==> src/rtl/sonic_v1_15_jtag_st_pkg.sv <==
// rtl/sonic_v1_15_jtag_st_pkg.sv - framing symbols, escape test and symbol FSM states for the JTAG byte stream
package sonic_v1_15_jtag_st_pkg;

  localparam logic [7:0] SOP_CHAR  = 8'h7A;
  localparam logic [7:0] EOP_CHAR  = 8'h7B;
  localparam logic [7:0] CHAN_CHAR = 8'h7C;
  localparam logic [7:0] ESC_CHAR  = 8'h7D;
  localparam logic [7:0] ESC_XOR   = 8'h20;

  // Encodings follow emission order so "next symbol" is simply +1.
  typedef enum logic [2:0] {
    CHAN_MARK = 3'd0,
    CHAN_ESC  = 3'd1,
    CHAN_VAL  = 3'd2,
    SOP_MARK  = 3'd3,
    EOP_MARK  = 3'd4,
    DATA_ESC  = 3'd5,
    DATA_VAL  = 3'd6
  } st_state_t;

  function automatic logic is_special(input logic [7:0] b);
    return (b >= SOP_CHAR) && (b <= ESC_CHAR);
  endfunction

endpackage

==> src/rtl/sonic_v1_15_jtag_master_packets_to_bytes.sv <==
// rtl/sonic_v1_15_jtag_master_packets_to_bytes.sv - serialises channelised packets into an escaped, framed byte stream
module sonic_v1_15_jtag_master_packets_to_bytes #(
  parameter int CHANNEL_WIDTH  = 8,
  parameter int ENCODE_CHANNEL = 1
) (
  input  logic                     clk,
  input  logic                     reset_n,
  output logic                     in_ready,
  input  logic                     in_valid,
  input  logic [7:0]               in_data,
  input  logic                     in_startofpacket,
  input  logic                     in_endofpacket,
  input  logic [CHANNEL_WIDTH-1:0] in_channel,
  input  logic                     out_ready,
  output logic                     out_valid,
  output logic [7:0]               out_data
);
  import sonic_v1_15_jtag_st_pkg::*;

  st_state_t                state;
  st_state_t                eff;
  logic [CHANNEL_WIDTH-1:0] last_channel;
  logic                     chan_valid;
  logic [7:0]               chan_byte;
  logic                     chan_need;
  logic [6:0]               app;
  logic                     found;
  logic                     fire;

  always_comb begin
    chan_byte                    = '0;
    chan_byte[CHANNEL_WIDTH-1:0] = in_channel;
  end

  assign chan_need = (ENCODE_CHANNEL != 0) && in_startofpacket &&
                     (!chan_valid || (in_channel != last_channel));

  always_comb begin
    app           = '0;
    app[CHAN_MARK] = chan_need;
    app[CHAN_ESC]  = chan_need && is_special(chan_byte);
    app[CHAN_VAL]  = chan_need;
    app[SOP_MARK]  = in_startofpacket;
    app[EOP_MARK]  = in_endofpacket;
    app[DATA_ESC]  = is_special(in_data);
    app[DATA_VAL]  = 1'b1;
  end

  // The register may point at a symbol this beat does not need; skip forward.
  always_comb begin
    eff   = DATA_VAL;
    found = 1'b0;
    for (int i = 0; i < 7; i++) begin
      if (!found && (3'(i) >= state) && app[i]) begin
        eff   = st_state_t'(3'(i));
        found = 1'b1;
      end
    end
  end

  assign out_valid = in_valid & reset_n;
  assign fire      = out_valid & out_ready;
  assign in_ready  = fire & (eff == DATA_VAL);

  always_comb begin
    out_data = 8'h00;
    if (reset_n) begin
      case (eff)
        CHAN_MARK: out_data = CHAN_CHAR;
        CHAN_ESC:  out_data = ESC_CHAR;
        CHAN_VAL:  out_data = is_special(chan_byte) ? (chan_byte ^ ESC_XOR) : chan_byte;
        SOP_MARK:  out_data = SOP_CHAR;
        EOP_MARK:  out_data = EOP_CHAR;
        DATA_ESC:  out_data = ESC_CHAR;
        DATA_VAL:  out_data = is_special(in_data) ? (in_data ^ ESC_XOR) : in_data;
        default:   out_data = 8'h00;
      endcase
    end
  end

  always_ff @(posedge clk or negedge reset_n) begin
    if (!reset_n) begin
      state        <= CHAN_MARK;
      last_channel <= '0;
      chan_valid   <= 1'b0;
    end else if (fire) begin
      if (eff == DATA_VAL) begin
        state <= CHAN_MARK;
        if (chan_need) begin
          last_channel <= in_channel;
          chan_valid   <= 1'b1;
        end
      end else begin
        state <= st_state_t'(eff + 3'd1);
      end
    end
  end

endmodule

==> config.mk <==
export PLATFORM = sky130hd
export DESIGN_NAME = sonic_v1_15_jtag_master_packets_to_bytes
export DESIGN_NICKNAME = d
export VERILOG_FILES = /design/src/rtl/sonic_v1_15_jtag_st_pkg.sv /design/src/rtl/sonic_v1_15_jtag_master_packets_to_bytes.sv
export SDC_FILE = /design/constraint.sdc
export NUM_CORES = 1
export LEC_CHECK = 0
export BUFFER_PORTS_ARGS = -buffer_cell sky130_fd_sc_hd__buf_2
export CAP_MARGIN = 20
export CORE_ASPECT_RATIO = 1.4
export CORE_MARGIN = 2
export CORE_UTILIZATION = 50
export CTS_CLUSTER_DIAMETER = 120
export DETAILED_ROUTE_END_ITERATION = 8
export PLACE_DENSITY = 0.79
export SETUP_SLACK_MARGIN = 0.15
export SLEW_MARGIN = 10
export SYNTH_ARGS = -nofsm -noshare
export SYNTH_HDL_FRONTEND = slang
export SYNTH_SLANG_ARGS = --single-unit
export TNS_END_PERCENT = 50
==> constraint.sdc <==
create_clock -name clk -period 2.18 [get_ports clk]
set_clock_uncertainty 0.1 [all_clocks]
set_input_delay 0.218 -clock clk [delete_from_list [all_inputs] [get_ports clk]]
set_output_delay 0.218 -clock clk [all_outputs]
set_load 0.02 [all_outputs]
==> results.ini, run 1 <==
[drt]
first_pass_iters = 4
route.detailed.drc = 0
wl_per_cell_um = 17.8
vias_per_cell = 6.18
ant_nets = 0
wirelength_um = 3200
drt_iter0_markers = 52
vias = 1113

[sta]
slew_headroom = 0.719
finalCriticalPeriod_ns = 2.31
finalMaxSlewViolations = 0
finalHoldViolCount = 0
setup_viol = 4
tightest_slew_ns = 0.416
grt_setup_unrepaired = yes
worst_slack_ns = -0.129
period_share = 1.06
timing.fmax_mhz = 433

[clock_network]
h-tree-depth = 1
cts_tree = done
cts_buffers = 3
cts.sinks = 12
cts.path.max_buffers = 2
cts_root_buf = clkbuf_4
clk_latency_ns = 0.29
clkSlewWorstSetupHoldPaths_ns = 0.08

[setup_path]
crit_required_ns = 1.86
r2r_cells = 7
critPathLaunchType = flip-flop
critPathLaunch = last_channel[0]$_DFFE_PN0P_
worstSetupEndpoint = out_data[0]
crit_type = flip-flop to primary output
worstPathArrival_ns = 1.99
cp_max_fo = 4
r2r_end = last_channel[0]$_DFFE_PN0P_
worstSetupEndpointType = primary output
r2r-start = state[2]$_DFFE_PN0P_
r2r_slack_ns = 0.04

[placed_design]
io_buffers = 31
dpl_cell_area_sq_mm = 0.00121
dpl.cell_count = 164
dp_hpwl_um = 2000
place.gp.congestion = 0.915

[hold_path]
hp-class = input port to flip-flop

[logic_synthesis]
seq_area_frac_synth = 0.297
netlist_area_sq_mm = 0.00101
synth_edf_count = 0
syn_inst = 111
synth_nets = 133
synth_top_area_frac = 0.297
yosysMostFrequentCell = dfrtp_1
synth_warnings = 0
ys.flop_type = dfrtp_1
netlist_top_cells_count = 12 x dfrtp_1, 9 x nand2_1, 8 x mux2_4, 8 x xor2_1
synth_top_area_cell = dfrtp_1
synth_cell_type_count = 37
postSynth.asyncResetShare = 1.00
avgSynthCellArea_sq_um = 9.10
synthTopCellsByArea = dfrtp_1 30%, mux2_4 12%, xor2_1 6.9%
ys_seq_elements = 12

[global_routing]
grt_pass1_wl_um = 4370
grt_antenna_before_repair = 0
grt_usage = 0.238
grt_pass1_vias = 962
gr-total-overflow = 0
grt_max_degree = 21

[floorplan]
die-area_sq_mm = 0.00240
coreArea_sq_mm = 0.00193
start_util = 0.524
rows = 19
io_pins = 32
die_y_um = 57.2
die_x_um = 42.0

[finish]
layout.cells.non_filler = 180
area_growth_pct = 48.3
layout-drive-gt1-share = 0.522
nets = 182
postLayoutCellArea_sq_mm = 0.00150
diodes = 0
utilization = 0.778
nFillCells = 114

[power]
p_leak_nw = 0.724
p_per_area_mw_per_mm2 = 723
peakVddDrop_uv = 472

[outcome]
status = complete, but fails checks
violations = negative setup slack

[job]
cap_violations = 0

==> cell families (layout without fill, tap and decap cells) <==
family,after synthesis,after routing,share of synthesized area
multiplexers,8,8,0.119
flip-flops,12,12,0.297
AND/OR/NAND/NOR,44,44,0.230
AO/OA/AOI/OAI,28,28,0.214
buffers and inverters,9,57,0.0520
XOR/XNOR,10,10,0.0867
==> through the flow <==
step	setup slack (ns)	power (mW)	TNS, ns	hold slack, ns
floorplan	0.152	0.624	0	-0.178
global placement	0.0166	0.725	0	0.127
detailed placement	-0.0101	0.739	-0.0101	0.129
CTS	-0.186	0.950	-0.990	0.124
global route	-0.168	1.14	-0.634	0.134
finish	-0.129	1.08	-0.344	0.116
==> worst max-delay path: stages, from the launching register on <==
cell and delay, ns:
dfrtp_1 0.40, xor2_1 0.15, nor4_2 0.27, buf_4 0.18
nand3_4 0.08, a41o_1 0.29, o21a_1 0.20, buf_6 0.13
==> sequential cells by signal (all words and copies together), names as in the netlist <==
name and cells:
last_channel 8, state 3, chan_valid 1
==> placed cells by master, fill, tap and decap left out, types with 2 or more instances in the layout <==
| cell type | n |
|---|---|
| nor3_1 | 2 |
| nor2b_1 | 2 |
| o21ai_4 | 2 |
| dfrtp_1 | 11 |
| xnor2_1 | 2 |
| mux2_4 | 8 |
| o21a_1 | 4 |
| nand3_1 | 5 |
| nand4_1 | 4 |
| and2_1 | 2 |
| buf_4 | 19 |
| nor2_1 | 6 |
| nand2_1 | 9 |
| buf_2 | 26 |
| xor2_1 | 7 |
| nand2b_1 | 3 |
| buf_6 | 3 |
| inv_1 | 2 |
| a31oi_1 | 3 |
| clkbuf_4 | 3 |
| o21ai_0 | 3 |
| o221a_2 | 2 |
| o31a_1 | 4 |
==> metal layers <==
layer  track usage  share of wire  up-vias
met4        0.0968          0.047        0
met3        0.0285          0.065       17
met5             0              0        -
li1              -              -      511
met1         0.289           0.37      521
met2         0.420           0.51       64
==> timing repair <==
| action | 4_1_cts | 5_1_grt |
|---|---|---|
| gates resized for setup | 16 | 18 |
| hold buffers | 1 | 0 |
| pin swaps | 6 | 11 |
| buffers inserted | 1 | 10 |
| endpoints found under the hold margin | 12 | 0 |
| endpoints found under the setup margin | 16 | 16 |
==> worst min path at each step <==
stage,depth (start not counted),from,endpoint,slack [ns]
2_1_floorplan,0,reset_n,chan_valid$_DFFE_PN0P_,-0.18
3_3_place_gp,2,reset_n,last_channel[5]$_DFFE_PN0P_,0.13
3_5_place_dp,2,reset_n,last_channel[5]$_DFFE_PN0P_,0.13
4_1_cts,2,in_channel[0],last_channel[0]$_DFFE_PN0P_,0.12
5_1_grt,2,in_channel[0],last_channel[0]$_DFFE_PN0P_,0.13
6_report,2,in_channel[0],last_channel[0]$_DFFE_PN0P_,0.12
==> final cells by class <==
| type | count | area, sq um | area share |
|---|---|---|---|
| clock buffer | 4 | 36.3 | 0.0242 |
| inverter | 3 | 11.3 | 0.00752 |
| multi-input combinational | 90 | 786 | 0.525 |
| sequential | 12 | 302 | 0.201 |
| tap | 21 | 26.3 | 0.0175 |
| timing repair buffer | 50 | 337 | 0.225 |
==> report_power, final <==
part / leakage [nW] / switching, mW / internal (mW)
clock network: 0.0210 / 0.0848 / 0.102
logic: 0.551 / 0.275 / 0.271
registers: 0.152 / 0.0639 / 0.286
total: 0.724 / 0.424 / 0.659
No activity file was read; power rests on OpenSTA's default activity.
==> run 2: changes to the inputs <==
- CORE_UTILIZATION: 50 -> 52
- CTS_BUF_LIST: default -> sky130_fd_sc_hd__clkbuf_4
- PLACE_DENSITY: 0.79 -> 0.81
==> results.ini, run 2 (same netlist as run 1, synthesis figures left out) <==
[outcome]
status = complete, but fails checks  ; unchanged
violations = negative setup slack  ; unchanged

[placed_design]
dpl_cell_area_sq_mm = 0.00121  ; about the same
dpl.cell_count = 163  ; was 164
io_buffers = 31  ; unchanged
place.gp.congestion = 0.881  ; was 0.915
place_ws_ns = 0.0133  ; was -0.0101 ns
dp_hpwl_um = 2110  ; was 2000 um

[power]
p_leak_nw = 0.687  ; was 0.724 nW
p_sw_frac = 0.398  ; was 0.391
power_switching_uw = 399  ; was 424 uW
power_frac_seq = 0.341  ; was 0.323
share_comb_of_total_power = 0.509  ; was 0.504
clockPowerShare = 0.149  ; was 0.172
intPower_uw = 604  ; was 659 uW
p_per_area_mw_per_mm2 = 705  ; was 723 mW/mm^2
peakVddDrop_uv = 442  ; was 472 uV
finalPower_mw = 1.00  ; was 1.08 mW

[drt]
vias_per_cell = 6.32  ; was 6.18
route.detailed.drc = 0  ; unchanged
wirelength_um = 3240  ; was 3200 um
drt_iter0_markers = 57  ; was 52
met3_length_um = 169  ; was 209 um
met1_length_um = 1180  ; was 1190 um
first_pass_iters = 5  ; was 4
ant_nets = 0  ; unchanged
vias = 1100  ; was 1113
dr_wl_met2_um = 1730  ; was 1650 um
wl_per_cell_um = 18.6  ; was 17.8 um
highest_layer = met4  ; unchanged

[finish]
largest_reg_flops = 8  ; unchanged
multi_input_area_sq_um = 741  ; was 786 sq um
ff_latch_area_sq_um = 302  ; unchanged
reg.largest.list = last_channel (8), state (3), chan_valid (1)  ; unchanged
postLayoutCellArea_sq_mm = 0.00142  ; was 0.00150 sq mm
diodes = 0  ; unchanged
max_flop_register = last_channel  ; unchanged
layout-drive-gt1-share = 0.468  ; was 0.522
nets = 177  ; was 182
nFillCells = 117  ; was 114
utilization = 0.790  ; was 0.778
area_growth_pct = 40.9  ; was 48.3%
layout_common_cells = 23 x buf_2, 14 x buf_4, 11 x dfrtp_1  ; was 26 x buf_2, 19 x buf_4, 11 x dfrtp_1
final_common_cell = buf_2  ; unchanged
layout.cells.non_filler = 174  ; was 180

[setup_path]
crit_required_ns = 1.86  ; about the same
critPathLaunch = last_channel[6]$_DFFE_PN0P_  ; was last_channel[0]$_DFFE_PN0P_
worstPathArrival_ns = 2.05  ; was 1.99 ns
worstSetupEndpoint = out_data[2]  ; was out_data[0]
r2r-start = state[2]$_DFFE_PN0P_  ; unchanged
crit_type = flip-flop to primary output  ; unchanged
worstSetupEndpointType = primary output  ; unchanged
cp_max_fo = 4  ; unchanged
r2r_slack_ns = 0.08  ; was 0.04 ns
r2r_cells = 6  ; was 7
r2r_end = last_channel[0]$_DFFE_PN0P_  ; unchanged
critPathLaunchType = flip-flop  ; unchanged

[sta]
finalHoldViolCount = 0  ; unchanged
hold_slack_ns = 0.144  ; was 0.116 ns
timing.fmax_mhz = 423  ; was 433 MHz
finalCriticalPeriod_ns = 2.37  ; was 2.31 ns
tightest_slew_ns = 0.495  ; was 0.416 ns
setup_viol = 8  ; was 4
setup_tns_ns = -1.16  ; was -0.344 ns
worst_slack_ns = -0.186  ; was -0.129 ns
slew_headroom = 0.667  ; was 0.719
grt_setup_unrepaired = yes  ; unchanged
period_share = 1.09  ; was 1.06
finalMaxSlewViolations = 0  ; unchanged

[hold_path]
hp-class = input port to flip-flop  ; unchanged

[clock_network]
h-tree-depth = 1  ; unchanged
cts.path.max_buffers = 2  ; unchanged
cts_tree = done  ; unchanged
clkSlewWorstSetupHoldPaths_ns = 0.08  ; about the same
cts_root_buf = clkbuf_4  ; unchanged
clk_latency_ns = 0.28  ; was 0.29 ns
cts_buffers = 3  ; unchanged
cts.sinks = 12  ; unchanged

[floorplan]
io_pins = 32  ; unchanged
start_util = 0.560  ; was 0.524
die_y_um = 56.1  ; was 57.2 um
die-area_sq_mm = 0.00232  ; was 0.00240 sq mm
coreArea_sq_mm = 0.00180  ; was 0.00193 sq mm
rows = 18  ; was 19
die_x_um = 41.2  ; was 42.0 um

[global_routing]
grt_max_degree = 21  ; unchanged
grt_usage = 0.294  ; was 0.238
grt_antenna_before_repair = 0  ; unchanged
gr-total-overflow = 0  ; unchanged
grt_pass1_vias = 1081  ; was 962
grt_pass1_wl_um = 4710  ; was 4370 um

[job]
cap_violations = 0  ; unchanged

==> run 2: per-layer routing <==
metal	GRT usage	vias to the layer above
li1	-	501
met3	0.0440	19
met4	0.171	0
met5	0	-
met1	0.333	517
met2	0.480	63
==> run 2: worst min-delay path by stage <==
stage,startpoint,to,slack (ns),cells past startpoint
after CTS,in_channel[0],last_channel[0]$_DFFE_PN0P_,0.13,2
after global placement,reset_n,chan_valid$_DFFE_PN0P_,0.13,2
after floorplan,reset_n,chan_valid$_DFFE_PN0P_,-0.18,0
final,in_channel[3],last_channel[3]$_DFFE_PN0P_,0.14,2
after global routing,in_channel[0],last_channel[0]$_DFFE_PN0P_,0.13,2
after detailed placement,reset_n,last_channel[5]$_DFFE_PN0P_,0.13,2
==> run 2: power groups by stage <==
stage / Combinational, mW / Clock, mW / Sequential, mW
after floorplan: 0.301 / 0 / 0.323
after global placement: 0.390 / 0 / 0.336
after detailed placement: 0.403 / 0 / 0.340
after CTS: 0.467 / 0.152 / 0.338
after global routing: 0.543 / 0.161 / 0.349
final: 0.511 / 0.150 / 0.343
==> run 2: worst max-delay path, cell delays in order (launching register included) <==
cell and delay, ns:
dfrtp_1 0.40, xor2_1 0.18, nor4_2 0.38, nand3_1 0.21, and4_1 0.22, o31a_1 0.25
buf_6 0.13
==> run 2: area by class of cell <==
class / count / share of cell area
Clock inverter: 1 / 0.00264
Inverter: 3 / 0.00792
Tap cell: 20 / 0.0176
Multi-Input combinational cell: 90 / 0.521
Clock buffer: 3 / 0.0158
Sequential cell: 12 / 0.212
Timing Repair Buffer: 45 / 0.223
==> run 2: repair_timing <==
item	CTS	global route
setup endpoints to repair	16	17
resized for setup	26	4
hold buffers	1	0
pin swaps	9	5
endpoints found under the hold margin	12	0
setup buffers	4	2
==> run 3: changes to the inputs <==
- MAX_ROUTING_LAYER: default -> met4
==> results.ini, run 3 (same netlist as run 1, synthesis figures left out) <==
[outcome]
status = complete, but fails checks  ; unchanged
violations = negative setup slack  ; unchanged

[clock_network]
cts.path.max_buffers = 2  ; unchanged
cts_root_buf = clkbuf_4  ; unchanged
h-tree-depth = 1  ; unchanged
cts_tree = done  ; unchanged
clkSlewWorstSetupHoldPaths_ns = 0.08  ; about the same
cts_buffers = 3  ; unchanged
clk_latency_ns = 0.28  ; about the same
cts.sinks = 12  ; unchanged

[finish]
layout_common_cells = 23 x buf_2, 14 x buf_4, 11 x dfrtp_1  ; unchanged
nets = 177  ; unchanged
largest_reg_flops = 8  ; unchanged
area_growth_pct = 40.9  ; unchanged
layout-drive-gt1-share = 0.468  ; unchanged
diodes = 0  ; unchanged
final_common_cell = buf_2  ; unchanged
postLayoutCellArea_sq_mm = 0.00142  ; unchanged
max_flop_register = last_channel  ; unchanged
reg.largest.list = last_channel (8), state (3), chan_valid (1)  ; unchanged

[floorplan]
coreArea_sq_mm = 0.00180  ; unchanged
die_y_um = 56.1  ; unchanged
io_pins = 32  ; unchanged
die_x_um = 41.2  ; unchanged
die-area_sq_mm = 0.00232  ; unchanged
rows = 18  ; unchanged
start_util = 0.560  ; unchanged

[sta]
timing.fmax_mhz = 422  ; was 423 MHz
grt_setup_unrepaired = yes  ; unchanged
worst_slack_ns = -0.190  ; was -0.186 ns
finalHoldViolCount = 0  ; unchanged
tightest_slew_ns = 0.500  ; was 0.495 ns
setup_viol = 8  ; unchanged
slew_headroom = 0.664  ; was 0.667
period_share = 1.09  ; about the same
finalCriticalPeriod_ns = 2.37  ; about the same
finalMaxSlewViolations = 0  ; unchanged

[placed_design]
place_ws_ns = 0.0133  ; unchanged
place.gp.congestion = 0.896  ; was 0.881
io_buffers = 31  ; unchanged
dpl_cell_area_sq_mm = 0.00121  ; unchanged
dp_hpwl_um = 2110  ; unchanged

[global_routing]
grt_max_degree = 21  ; unchanged
grt_pass1_wl_um = 4700  ; was 4710 um
grt_antenna_before_repair = 0  ; unchanged
gr-total-overflow = 0  ; unchanged
grt_pass1_vias = 1077  ; was 1081
grt_usage = 0.301  ; was 0.294

[setup_path]
worstSetupEndpoint = out_data[2]  ; unchanged
crit_required_ns = 1.86  ; about the same
path_buf_inv = 1  ; unchanged
critical-path-max-stage-delay_ns = 0.40  ; about the same
r2r_cells = 6  ; unchanged
r2r_end = last_channel[0]$_DFFE_PN0P_  ; unchanged
critPathLaunchType = flip-flop  ; unchanged
r2r-start = state[2]$_DFFE_PN0P_  ; unchanged
crit_type = flip-flop to primary output  ; unchanged
crit_chain = xor2_1 -> nor4_2 -> nand3_1 -> and4_1 -> o31a_1 -> buf_6  ; unchanged
critPathTopFamily = simple AND/OR/NAND/NOR gates  ; unchanged
worstSetupEndpointType = primary output  ; unchanged
worstPathArrival_ns = 2.05  ; about the same
r2r_slack_ns = 0.08  ; about the same
cp_max_fo = 4  ; unchanged
critPathLaunch = last_channel[6]$_DFFE_PN0P_  ; unchanged
path_depth = 6  ; unchanged
slowest_stage = dfrtp_1  ; unchanged

[drt]
first_pass_iters = 4  ; was 5
wl_per_cell_um = 18.6  ; about the same
ant_nets = 0  ; unchanged
vias_per_cell = 6.42  ; was 6.32
drt_iter0_markers = 60  ; was 57
wirelength_um = 3230  ; was 3240 um
vias = 1117  ; was 1100
route.detailed.drc = 0  ; unchanged

[power]
clockPowerShare = 0.150  ; was 0.149
p_leak_nw = 0.687  ; unchanged
p_sw_frac = 0.398  ; about the same
finalPower_mw = 1.00  ; about the same
intPower_uw = 604  ; about the same
share_comb_of_total_power = 0.509  ; about the same
power_switching_uw = 400  ; was 399 uW
p_per_area_mw_per_mm2 = 706  ; was 705 mW/mm^2
power_frac_seq = 0.341  ; about the same
peakVddDrop_uv = 449  ; was 442 uV

[job]
cap_violations = 0  ; unchanged

[hold_path]
hp-class = input port to flip-flop  ; unchanged

==> run 3: worst reg2reg max path: cells and delay by family (launching register included) <==
| family | cells | cell delay (ns) |
|---|---|---|
| and+or+nand+nor | 2 | 0.57 |
| DFF | 1 | 0.47 |
| AOI/OAI and AO/OA | 2 | 0.39 |
| muxes | 1 | 0.31 |
| buffers and inverters | 1 | 0.16 |
==> run 3: area by class of cell <==
| cell class | instances | area [sq um] |
|---|---|---|
| tap | 20 | 25.0 |
| clock inverter | 1 | 3.75 |
| timing repair buffer | 45 | 318 |
| multi-input combinational | 90 | 741 |
| inverter | 3 | 11.3 |
| fill | 117 | 379 |
| sequential | 12 | 302 |
| clock buffer | 3 | 22.5 |
==> run 3: worst min-delay path by stage <==
| stage | startpoint | endpoint | slack (ns) | depth (start not counted) |
|---|---|---|---|---|
| final | in_channel[3] | last_channel[3]$_DFFE_PN0P_ | 0.14 | 2 |
| after global routing | in_channel[0] | last_channel[0]$_DFFE_PN0P_ | 0.13 | 2 |
| after CTS | in_channel[0] | last_channel[0]$_DFFE_PN0P_ | 0.13 | 2 |
| after detailed placement | reset_n | last_channel[5]$_DFFE_PN0P_ | 0.13 | 2 |
| after global placement | reset_n | chan_valid$_DFFE_PN0P_ | 0.13 | 2 |
| after floorplan | reset_n | chan_valid$_DFFE_PN0P_ | -0.18 | 0 |
==> run 3: power by group through the flow <==
stage	registers, mW	clock network, mW	logic, mW
after CTS	0.338	0.152	0.467
after global placement	0.336	0	0.390
after global routing	0.349	0.161	0.543
after detailed placement	0.340	0	0.403
after floorplan	0.323	0	0.301
final	0.342	0.151	0.511
==> run 3: what timing repair did <==
item                                    in CTS  in global routing
pin swaps                                    9                  5
endpoints found under the hold margin       12                  0
resized for setup                           26                  4
endpoints found under the setup margin      16                 17
hold buffers                                 1                  0
setup buffers                                4                  2
==> run 3: stage by stage <==
step	TNS, ns	cells	util	hold slack [ns]
4_1_cts	-1.02	172	0.767	0.128
3_3_place_gp	0	163	0.674	0.133
5_1_grt	-2.06	174	0.790	0.132
3_5_place_dp	0	163	0.674	0.135
6_report	-1.18	174	0.790	0.140
2_1_floorplan	0	111	-	-0.178
==> run 3: per-layer routing <==
layer | share of wire | track usage | vias up
met5 | 0 | - | -
met4 | 0.053 | 0.171 | 0
met3 | 0.068 | 0.0440 | 20
met2 | 0.52 | 0.480 | 77
met1 | 0.36 | 0.331 | 518
li1 | - | - | 502
